`src/rtl/dual_issue_fetch_queue.sv`:
```
// dual_issue_fetch_queue: circular instruction queue presenting the two oldest entries to the PE1/PE2 decode lanes.
// Optional macro DUAL_ISSUE_EN enables pairing; undefined gives a single-issue queue.
`default_nettype none

module dual_issue_fetch_queue #(
  parameter int DEPTH = 8
) (
  input  logic                     clk,
  input  logic                     rst,
  input  logic                     in_valid,
  output logic                     in_ready,
  input  logic [31:0]              in_instr,
  input  logic [31:0]              in_pc,
  input  logic                     flush,
  input  logic                     issue_ready,
  output logic                     lane1_valid,
  output logic [31:0]              lane1_instr,
  output logic [31:0]              lane1_pc,
  output logic                     lane2_valid,
  output logic [31:0]              lane2_instr,
  output logic [31:0]              lane2_pc,
  output logic [$clog2(DEPTH):0]   count
);

  localparam int AW = $clog2(DEPTH);

  logic [31:0]   instr_mem_q [DEPTH];
  logic [31:0]   pc_mem_q    [DEPTH];
  logic [AW-1:0] rd_ptr_q, rd_ptr_d;
  logic [AW-1:0] wr_ptr_q, wr_ptr_d;
  logic [AW-1:0] rd_ptr_nxt;
  logic [AW:0]   count_q, count_d;
  logic          push;
  logic [1:0]    pop_num;

  assign rd_ptr_nxt  = rd_ptr_q + AW'(1);
  assign in_ready    = (count_q < (AW+1)'(DEPTH));
  assign push        = in_valid && in_ready && !flush;
  assign lane1_valid = (count_q != '0);
  assign lane1_instr = instr_mem_q[rd_ptr_q];
  assign lane1_pc    = pc_mem_q[rd_ptr_q];
  assign lane2_instr = instr_mem_q[rd_ptr_nxt];
  assign lane2_pc    = pc_mem_q[rd_ptr_nxt];
  assign count       = count_q;

`ifdef DUAL_ISSUE_EN
  logic [6:0] op1, op2;
  logic [4:0] rd1;
  logic       mem1, mem2, wr1, uses_rs2_2, raw, hazard;

  assign op1        = lane1_instr[6:0];
  assign op2        = lane2_instr[6:0];
  assign rd1        = lane1_instr[11:7];
  assign mem1       = (op1 == 7'b0000011) || (op1 == 7'b0100011);
  assign mem2       = (op2 == 7'b0000011) || (op2 == 7'b0100011);
  assign wr1        = (op1 == 7'b0000011) || (op1 == 7'b0110011) || (op1 == 7'b0010011);
  assign uses_rs2_2 = (op2 == 7'b0110011) || (op2 == 7'b0100011) || (op2 == 7'b1100011);
  // rs2 field of I-type/load lane2 is immediate bits, so it only counts for R/S/B formats
  assign raw        = wr1 && (rd1 != 5'd0) &&
                      ((rd1 == lane2_instr[19:15]) || (uses_rs2_2 && (rd1 == lane2_instr[24:20])));
  assign hazard     = (op1 == 7'b1100011) || (mem1 && mem2) || raw;
  assign lane2_valid = lane1_valid && (count_q >= (AW+1)'(2)) && !hazard;
`else
  assign lane2_valid = 1'b0;
`endif

  always_comb begin
    pop_num = 2'd0;
    if (issue_ready) begin
      if (lane2_valid) begin
        pop_num = 2'd2;
      end else if (lane1_valid) begin
        pop_num = 2'd1;
      end
    end
  end

  always_comb begin
    rd_ptr_d = rd_ptr_q;
    wr_ptr_d = wr_ptr_q;
    count_d  = count_q;
    if (flush) begin
      rd_ptr_d = '0;
      wr_ptr_d = '0;
      count_d  = '0;
    end else begin
      rd_ptr_d = rd_ptr_q + AW'(pop_num);
      wr_ptr_d = push ? (wr_ptr_q + AW'(1)) : wr_ptr_q;
      count_d  = count_q + (AW+1)'(push) - (AW+1)'(pop_num);
    end
  end

  always_ff @(posedge clk or negedge rst) begin
    if (!rst) begin
      rd_ptr_q <= '0;
      wr_ptr_q <= '0;
      count_q  <= '0;
    end else begin
      rd_ptr_q <= rd_ptr_d;
      wr_ptr_q <= wr_ptr_d;
      count_q  <= count_d;
    end
  end

  always_ff @(posedge clk) begin
    if (push) begin
      instr_mem_q[wr_ptr_q] <= in_instr;
      pc_mem_q[wr_ptr_q]    <= in_pc;
    end
  end

endmodule

`default_nettype wire
```
`config.mk`:
```
export PLATFORM = sky130hd
export DESIGN_NAME = dual_issue_fetch_queue
export DESIGN_NICKNAME = d
export VERILOG_FILES = /design/src/rtl/dual_issue_fetch_queue.sv
export SDC_FILE = /design/constraint.sdc
export NUM_CORES = 1
export LEC_CHECK = 0
export CORE_MARGIN = 10
export CORE_UTILIZATION = 40
export CTS_CLUSTER_SIZE = 30
export DETAILED_ROUTE_END_ITERATION = 8
export SETUP_SLACK_MARGIN = 0.4
export SLEW_MARGIN = 15
export SYNTH_ARGS = -nofsm -noshare
export SYNTH_HDL_FRONTEND = slang
export SYNTH_SLANG_ARGS = --single-unit
export TNS_END_PERCENT = 10
```
`constraint.sdc`:
```
create_clock -name clk -period 8.7 [get_ports clk]
set_input_delay 0.87 -clock clk [delete_from_list [all_inputs] [get_ports clk]]
set_output_delay 0.87 -clock clk [all_outputs]
set_load 0.005 [all_outputs]
```
==> results of run 1 <==
power groups by stage:
stage | sequential (W) | clock [W] | combinational [W]
2_1_floorplan | 0.00292 | 0 | 0.00139
3_3_place_gp | 0.00294 | 0 | 0.00227
3_5_place_dp | 0.00294 | 0 | 0.00228
4_1_cts | 0.00289 | 0.00223 | 0.00230
5_1_grt | 0.00290 | 0.00235 | 0.00241
6_report | 0.00289 | 0.00218 | 0.00222
metal layers:
metal,track usage,part of all wire
met5,0,0.00084
met4,0.0370,0.019
met3,0.0331,0.051
met2,0.278,0.53
met1,0.193,0.40
per-stage QoR:
stage / instances / cell area [µm²] / util
2_1_floorplan: 1036 / 23600 / -
3_3_place_gp: 1965 / 26500 / 0.451
3_5_place_dp: 1965 / 26500 / 0.451
4_1_cts: 2066 / 28200 / 0.479
5_1_grt: 2066 / 28200 / 0.479
6_report: 2067 / 28200 / 0.479
area by class of cell:
cell class | count | share of cell area
repair buffers | 228 | 0.0791
multi-input cells | 437 | 0.272
diodes | 1 | 0.0000888
inverters | 5 | 0.000666
flip-flops and latches | 522 | 0.555
well taps | 773 | 0.0343
clock inverters | 41 | 0.00950
clock buffers | 60 | 0.0495
flip-flops by register name, indices dropped and copies added, names as in the netlist:
name and count:
pc_mem_q 256, instr_mem_q 256, rd_ptr_q 3, wr_ptr_q 3, count 4
cell families (layout without fill, tap and decap cells):
kind of cell | count (synthesis) | in the layout | share of synthesized area
simple gates | 32 | 32 | 0.00694
fa+ha+maj | 8 | 8 | 0.00455
mux | 386 | 386 | 0.306
compound gates | 6 | 6 | 0.00138
buf+inv | 77 | 334 | 0.0177
xor+xnor | 4 | 4 | 0.00180
other cells | 1 | 2 | 0.000159
flops | 522 | 522 | 0.661
final timing paths:
check	slack [ns]	endpoint	cells after the start	startpoint
worst min register to register	0.59	wr_ptr_q[0]	2	wr_ptr_q[0]
min in group asynchronous	0.63	count[2]	1	rst
worst min-delay path	0.59	wr_ptr_q[0]	2	wr_ptr_q[0]
worst max register to register	5.56	pc_mem_q[2][2]	5	count[3]
worst max-delay path	3.48	lane2_pc[23]	5	rd_ptr_q[0]
max in group asynchronous	7.69	rd_ptr_q[0]	1	rst
critical path, delay by kind of cell, from the launching register on:
family | cells | cell delay, ns
flops | 1 | 0.65
mux | 2 | 0.93
buf+inv | 3 | 2.15
layout by cell type (no fill, tap or decap), types with 2 or more instances in the layout:
| cell type | n |
|---|---|
| buf_4 | 25 |
| ha_1 | 6 |
| nor2_4 | 6 |
| a21oi_1 | 3 |
| bufinv_16 | 3 |
| inv_1 | 5 |
| dfrtp_4 | 3 |
| mux2_2 | 129 |
| xnor2_1 | 2 |
| clkinv_1 | 18 |
| clkbuf_1 | 5 |
| nor3b_1 | 2 |
| clkinv_2 | 17 |
| nor2b_1 | 4 |
| edfxtp_1 | 512 |
| dfrtp_1 | 7 |
| clkbuf_16 | 55 |
| o21ai_0 | 2 |
| mux4_2 | 256 |
| or3_1 | 2 |
| nor2_1 | 5 |
| nand2b_1 | 4 |
| nor3_2 | 2 |
| clkdlybuf4s50_1 | 202 |
| nand2_1 | 4 |
==> results_dict.tcl, run 1 <==
set metrics [dict create \
    synth_edf_count 512 \
    synth-seq-cells 522 \
    port_buffers 202 \
    fin_nets 1326 \
    slew_violations 0 \
    slew_headroom 0.309 \
    vias 11700 \
    path_class "flip-flop to output pin" \
    cts_made_buffers 55 \
    grt_use_total 0.157 \
    worstSetupStartpointType "flip-flop" \
    swShare 0.259 \
    dp_slack_ns 3.99 \
    drtIter0Drc 779 \
    fill_cells 4826 \
    yosysWarnings 0 \
    wl_per_cell_um 26.5 \
    max_freq_ghz 0.192 \
    dr.pass1.iters 5 \
    clkSinkCount 522 \
    path_cells "buf_4, buf_4, mux4_2, mux2_2, clkdlybuf4s50_1" \
    core-area_mm2 0.0588 \
    hold_viol 0 \
    ys_types 30 \
    cp-end-kind "output pin" \
    grt_max_degree 123 \
    ys_seq_area_frac 0.661 \
    die_w_um 263 \
    floorplan.rows 89 \
    drv_cap 0 \
    holdWs_ns 0.588 \
    cts_tree "done" \
    dp_hpwl_um 31600 \
    via_per_inst 5.65 \
    drc 0 \
    slowest_stage "buf_4" \
    syn_inst 1036 \
    gp_congestion 0.703 \
    power.density_mw_per_mm2 259 \
    synth_area_mm2 0.0236 \
    fin_ws_ns 3.48 \
    vdd_drop_max_v 0.000158 \
    synth_common_cells "edfxtp_1 (512), mux4_2 (256), mux2_2 (129)" \
    p_comb_frac 0.305 \
    internal-power_w 0.00540 \
    initial_utilization 0.402 \
    p_sw_w 0.00189 \
    status "completed" \
    power.total_w 0.00729 \
    pin_count 204 \
    ctsResizeCount 0 \
    crit_arrival_ns 4.35 \
    die_h_um 263 \
    required_ns 7.83 \
    root_buffer "clkbuf_16" \
    yosys.area.top_type "edfxtp_1" \
    final.setup.tns_ns 0 \
    antenna_found_initial 3 \
    detail-route-antenna-nets 0 \
    grt_overflow_total 0 \
    multi_input_area_mm2 0.00766 \
    share_seq_of_total_power 0.396 \
    crit_fanout 66 \
    cts_setup_buffers 0 \
    hold_path.class "flip-flop to flip-flop" \
    synthTopCellsByArea "edfxtp_1 (65%), mux4_2 (24%), mux2_2 (6.1%)" \
    holdBufCountCts 0 \
    htreeDepth 2 \
    grt_pass1_vias 12900 \
    cpMostUsedCell "buf_4" \
    syn_to_final_growth_pct 19.3 \
    synth_ff_type "edfxtp_1" \
    yosysMostFrequentCell "edfxtp_1" \
    clockBufferDepth 3 \
    clock_latency_ns 0.59 \
    fin_skew_ns 0.0106 \
    grt_pass1_wl_um 82800 \
    syn_nets 1113 \
    layout.area.seq_mm2 0.0156 \
    async_flop_share 0.0192 \
    p_clk_frac 0.299 \
    syn_avg_cell_area_um2 22.8 \
    drive_gt1_frac 0.389 \
    slowest_delay_ns 0.92 \
    worst_pin_slew_ns 1.04 \
    dieArea_mm2 0.0692 \
    fin_crit_sh 0.599 \
    cellLeakagePower_nw 8.53 \
    finalSetupViolations 0 \
    routed_wirelength_um 54800 \
    clk_pin_slew_ns 0.06 \
    min_period_ns 5.22 \
    rsz0062_at_grt "false" \
    synth_top_area_share 0.651 \
]
No activity file was read; power rests on OpenSTA's default activity.
==> inputs of run 2 (changes only) <==
clock period = 5.1 ns   (was 8.7 ns; I/O delays follow)
==> run 2 against run 1 <==
Effect of this change: sequential power rose by 70%; routed wire length decreased by 0.48%; first-iteration DRC count is 6.2% lower; worst setup slack lost 2.5 ns; non-clock buffer count grew 1; flip-flop and latch count did not move; utilization is 0.44 points higher; power rose by 75%; via count fell by 0.96%; final cell count rose by 0.15%; cell area rose by 0.92%; die area stayed put.
==> results_dict.tcl, run 2 (synthesis gave the netlist of run 1 again) <==
set metrics [dict create \
    critPathLaunch "rd_ptr_q[1]" \
    power.total_w 0.0127 \
    vdd_drop_max_v 0.000420 \
    grt_pass1_vias 13000 \
    syn_to_final_growth_pct 20.4 \
    cts_made_buffers 55 \
    required_ns 4.59 \
    status "completed" \
    dr.pass1.iters 4 \
    drive_gt1_frac 0.391 \
    die_h_um 263 \
    initial_utilization 0.402 \
    dieArea_mm2 0.0692 \
    clkSinkCount 522 \
    routed_wirelength_um 54600 \
    htreeDepth 2 \
    dp_hpwl_um 31300 \
    hold_viol 0 \
    slew_headroom 0.387 \
    detail-route-antenna-nets 0 \
    pin_count 204 \
    die_w_um 263 \
    cts_setup_buffers 0 \
    port_buffers 202 \
    core-area_mm2 0.0588 \
    most-common-layout-cells "edfxtp_1 (512), mux4_2 (256), clkdlybuf4s50_1 (202), mux2_2 (129), clkbuf_16 (57)" \
    slew_violations 0 \
    via_per_inst 5.59 \
    finalSetupViolations 0 \
    hold_path.class "primary input to asynchronous set/reset pin" \
    path_class "flip-flop to output pin" \
    clock_latency_ns 0.59 \
    wl_per_cell_um 26.4 \
    worstRegToRegCells 4 \
    clockBufferDepth 3 \
    floorplan.rows 89 \
    worstSetupStartpointType "flip-flop" \
    drv_cap 0 \
    power.density_mw_per_mm2 448 \
    holdBufCountCts 0 \
    root_buffer "clkbuf_16" \
    cellLeakagePower_nw 8.61 \
    clk_pin_slew_ns 0.06 \
    ctsResizeCount 0 \
    fin_ws_ns 0.960 \
    min_period_ns 4.14 \
    grt_use_total 0.157 \
    grt_max_degree 137 \
    crit_arrival_ns 3.63 \
    rr_startpoint "count[3]" \
    antenna_found_initial 8 \
    max_freq_ghz 0.242 \
    grt_overflow_total 0 \
    worst_pin_slew_ns 0.920 \
    vias 11600 \
    reg2reg_setup_slack_ns 2.48 \
    cp-end-kind "output pin" \
    fin_crit_sh 0.812 \
    rsz0062_at_grt "false" \
    grt_pass1_wl_um 83000 \
    rr_endpoint "instr_mem_q[5][12]" \
    cts_tree "done" \
    fin_nets 1327 \
    drc 0 \
    drtIter0Drc 731 \
    dp_slack_ns 1.48 \
    layout_commonest_cell "edfxtp_1" \
    crit_fanout 31 \
    post-route-util 0.484 \
    gp_congestion 0.697 \
    fin_skew_ns 0.0107 \
]
[run 2: cell types whose count changed in the layout (fill, tap and decap cells not counted), sizes merged]
cell and change:
buf +1, clkinvlp +3, inv -1, clkbuf +4, bufinv +4, diode +1
clkinv -9
[run 2: area by class of cell]
cell class / count / area (µm²)
timing repair buffer: 229 / 2320
sequential: 522 / 15600
clock buffer: 64 / 1450
multi-input combinational: 437 / 7660
tap: 773 / 967
inverter: 5 / 18.8
fill: 4784 / 30400
clock inverter: 38 / 364
antenna: 2 / 5.00
[run 2: report_power, final]
part / leakage, nW / switching, W / internal (W) / total, W
sequential: 4.75 / 0.0000632 / 0.00484 / 0.00490
clock: 0.881 / 0.00161 / 0.00238 / 0.00399
combinational: 2.98 / 0.00157 / 0.00228 / 0.00384
total: 8.61 / 0.00324 / 0.00950 / 0.0127
[run 2: worst max path at each step]
| stage | endpoint | slack (ns) |
|---|---|---|
| finish | lane1_pc[23] | 0.96 |
| global route | lane1_pc[23] | 0.71 |
| CTS | lane1_pc[23] | 0.81 |
| detailed placement | lane1_pc[23] | 1.48 |
| global placement | lane1_pc[11] | 1.49 |
| floorplan | instr_mem_q[1][0] | -0.78 |
[run 2: routing by layer]
layer / vias to the layer above / GRT usage / wire length, µm
met1: 6216 / 0.193 / 22200
met4: 12 / 0.0385 / 1100
met3: 87 / 0.0350 / 2820
met2: 282 / 0.276 / 28400
li1: 4966 / - / -
met5: - / 0 / 84
[run 2: critical path, cell delays in order, from the launching register on]
cell and delay, ns:
dfrtp_4 0.42, buf_4 0.56, buf_4 0.66, mux4_2 0.59
mux2_2 0.30, clkdlybuf4s50_1 0.48
[run 2: per-stage QoR]
stage / cells / hold slack [ns] / instance area (µm²) / setup TNS, ns
2_1_floorplan: 1036 / 0.214 / 23600 / -49.65
5_1_grt: 2070 / 0.291 / 28400 / 0
6_report: 2070 / 0.257 / 28400 / 0
4_1_cts: 2068 / 0.238 / 28400 / 0
3_5_place_dp: 1966 / 0.569 / 26600 / 0
3_3_place_gp: 1966 / 0.564 / 26600 / 0
==> inputs of run 3 (changes only) <==
clock period = 3.3 ns   (was 5.1 ns; I/O delays follow)
==> run 3 against run 2 <==
Effect of this change: final cell count increased by 3.7%; via count is 5.2% higher; critical path depth up 3; combinational power up 100%; critical path type unchanged; register-to-register slack got worse by 1.6 ns; sequential power grew 55%; clock power is 52% higher; critical endpoint is now lane2_pc[10].
==> results_dict.tcl, run 3 (synthesis gave the netlist of run 1 again) <==
set metrics [dict create \
    status "completed" \
    use_met2 0.298 \
    path_class "flip-flop to output pin" \
    grt_use_total 0.175 \
    max_freq_ghz 0.323 \
    clock_latency_ns 0.60 \
    required_ns 2.97 \
    clockBufferDepth 3 \
    worst_pin_slew_ns 0.562 \
    vdd_drop_max_v 0.000423 \
    port_buffers 202 \
    use_met1 0.228 \
    reg2reg_setup_slack_ns 0.91 \
    crit_arrival_ns 2.77 \
    cellLeakagePower_nw 9.51 \
    fin_nets 1404 \
    gp_congestion 0.711 \
    power.density_mw_per_mm2 712 \
    use_met3 0.0374 \
    antenna_found_initial 4 \
    drtIter0Drc 875 \
    rr_startpoint "count[3]" \
    clkSinkCount 522 \
    cp_top_family "buffers and inverters" \
    slowest_stage "dfrtp_4" \
    hold_path.class "primary input to asynchronous set/reset pin" \
    wl_per_cell_um 28.4 \
    drc 0 \
    syn_to_final_growth_pct 27.2 \
    crit_fanout 7 \
    htreeDepth 2 \
    finalSetupViolations 0 \
    cpMostUsedCell "buf_12" \
    path_cells "ha_4, buf_12, buf_12, buf_16, buf_12, mux4_2, mux2_2, dlygate4sd2_1" \
    slowest_delay_ns 0.53 \
    busiest_layer "met2" \
    floorplan.rows 89 \
    cp-end-kind "output pin" \
    dp_hpwl_um 31600 \
    initial_utilization 0.402 \
    via_per_inst 5.67 \
    crit_cells 8 \
    hold_viol 0 \
    dieArea_mm2 0.0692 \
    cp.buffers_inverters 5 \
    grt_overflow_total 0 \
    core-area_mm2 0.0588 \
    rr_endpoint "count[3]" \
    cts_tree "done" \
    fin_crit_sh 0.939 \
    endpoint "lane2_pc[10]" \
    min_period_ns 3.10 \
    critPathLaunch "rd_ptr_q[1]" \
    pin_count 204 \
    fin_skew_ns 0.0241 \
    root_buffer "clkbuf_16" \
    grt_pass1_vias 13400 \
    detail-route-antenna-nets 0 \
    worstRegToRegCells 9 \
    slew_headroom 0.625 \
    most-common-layout-cells "edfxtp_1 (512), mux4_2 (256), clkdlybuf4s50_1 (131), mux2_2 (100), clkbuf_16 (58)" \
    vias 12200 \
    rsz0062_at_grt "true" \
    dr.pass1.iters 5 \
    slew_violations 0 \
    holdBufCountCts 0 \
    worstSetupStartpointType "flip-flop" \
    grt_max_degree 66 \
    grt_pass1_wl_um 90700 \
    drv_cap 0 \
    final.setup.tns_ns 0 \
    clk_pin_slew_ns 0.06 \
    drive_gt1_frac 0.448 \
    cts_made_buffers 55 \
    layout_commonest_cell "edfxtp_1" \
    routed_wirelength_um 60900 \
    post-route-util 0.511 \
    die_h_um 263 \
    die_w_um 263 \
]
==> run 3: cell types whose count changed in the layout (fill, tap and decap cells not counted), moves of 4 or more <==
cell	previous run	this run
dlygate4sd2_1	0	29
buf_8	0	6
mux2_2	129	100
buf_16	0	30
buf_4	19	25
mux2_4	0	29
buf_12	8	35
buf_6	0	10
buf_2	0	13
clkbuf_2	0	9
clkinvlp_4	4	0
clkinv_2	10	17
clkdlybuf4s15_1	0	13
clkdlybuf4s50_1	202	131
==> run 3: per-layer routing <==
| layer | part of all wire | vias to the layer above |
|---|---|---|
| li1 | - | 5143 |
| met1 | 0.41 | 6598 |
| met2 | 0.51 | 349 |
| met4 | 0.017 | 6 |
| met3 | 0.059 | 71 |
| met5 | 0.00080 | - |
==> run 3: report_power, final <==
part	switching, W	internal [W]	leakage, nW	total (W)
sequential	0.0000977	0.00748	4.75	0.00758
combinational	0.00304	0.00471	3.88	0.00774
clock	0.00251	0.00356	0.888	0.00607
total	0.00565	0.0157	9.51	0.0214
==> run 3: repair_timing <==
item / CTS / global route
endpoints found under the setup margin: 128 / 127
gates cloned: 23 / 2
pin swaps: 1 / 1
setup buffers: 31 / 13
hold endpoints to repair: 0 / 0
gates resized for setup: 200 / 54
==> run 3: how the worst min path moves through the flow <==
stage,start,cells past startpoint,slack (ns),endpoint
final,rst,1,0.11,count[2]
after global routing,rst,1,0.12,count[2]
after CTS,rst,1,0.10,count[2]
after detailed placement,wr_ptr_q[0],2,0.58,wr_ptr_q[0]
after global placement,wr_ptr_q[0],2,0.56,wr_ptr_q[0]
after floorplan,rst,0,0.03,count[0]
==> run 3: stage by stage <==
step	worst slack [ns]	instances	hold slack (ns)	total power, W	area, µm²
after global routing	0.128	2147	0.122	0.0224	30100
after global placement	0.549	1974	0.556	0.0139	26900
final	0.200	2147	0.106	0.0214	30100
after CTS	0.140	2131	0.101	0.0215	29800
after floorplan	0.323	1036	0.0344	0.0114	23700
after detailed placement	0.533	1974	0.576	0.0139	26900
==> run 3: layout make-up <==
type | instances | area (µm²)
Antenna cell | 1 | 2.50
Clock buffer | 62 | 1420
Clock inverter | 41 | 355
Fill cell | 4618 | 28700
Inverter | 5 | 18.8
Multi-Input combinational cell | 437 | 7780
Sequential cell | 522 | 15600
Tap cell | 773 | 967
Timing Repair Buffer | 306 | 3870
==> run 3: worst reg2reg max path, stage by stage, from the launching register on <==
cell and delay, ns:
dfrtp_1 0.41, inv_1 0.07, ha_1 0.17, nor3b_1 0.13, buf_4 0.14, or3_1 0.40, ha_1 0.30, a21o_1 0.16
a21oi_1 0.15, mux2_2 0.34
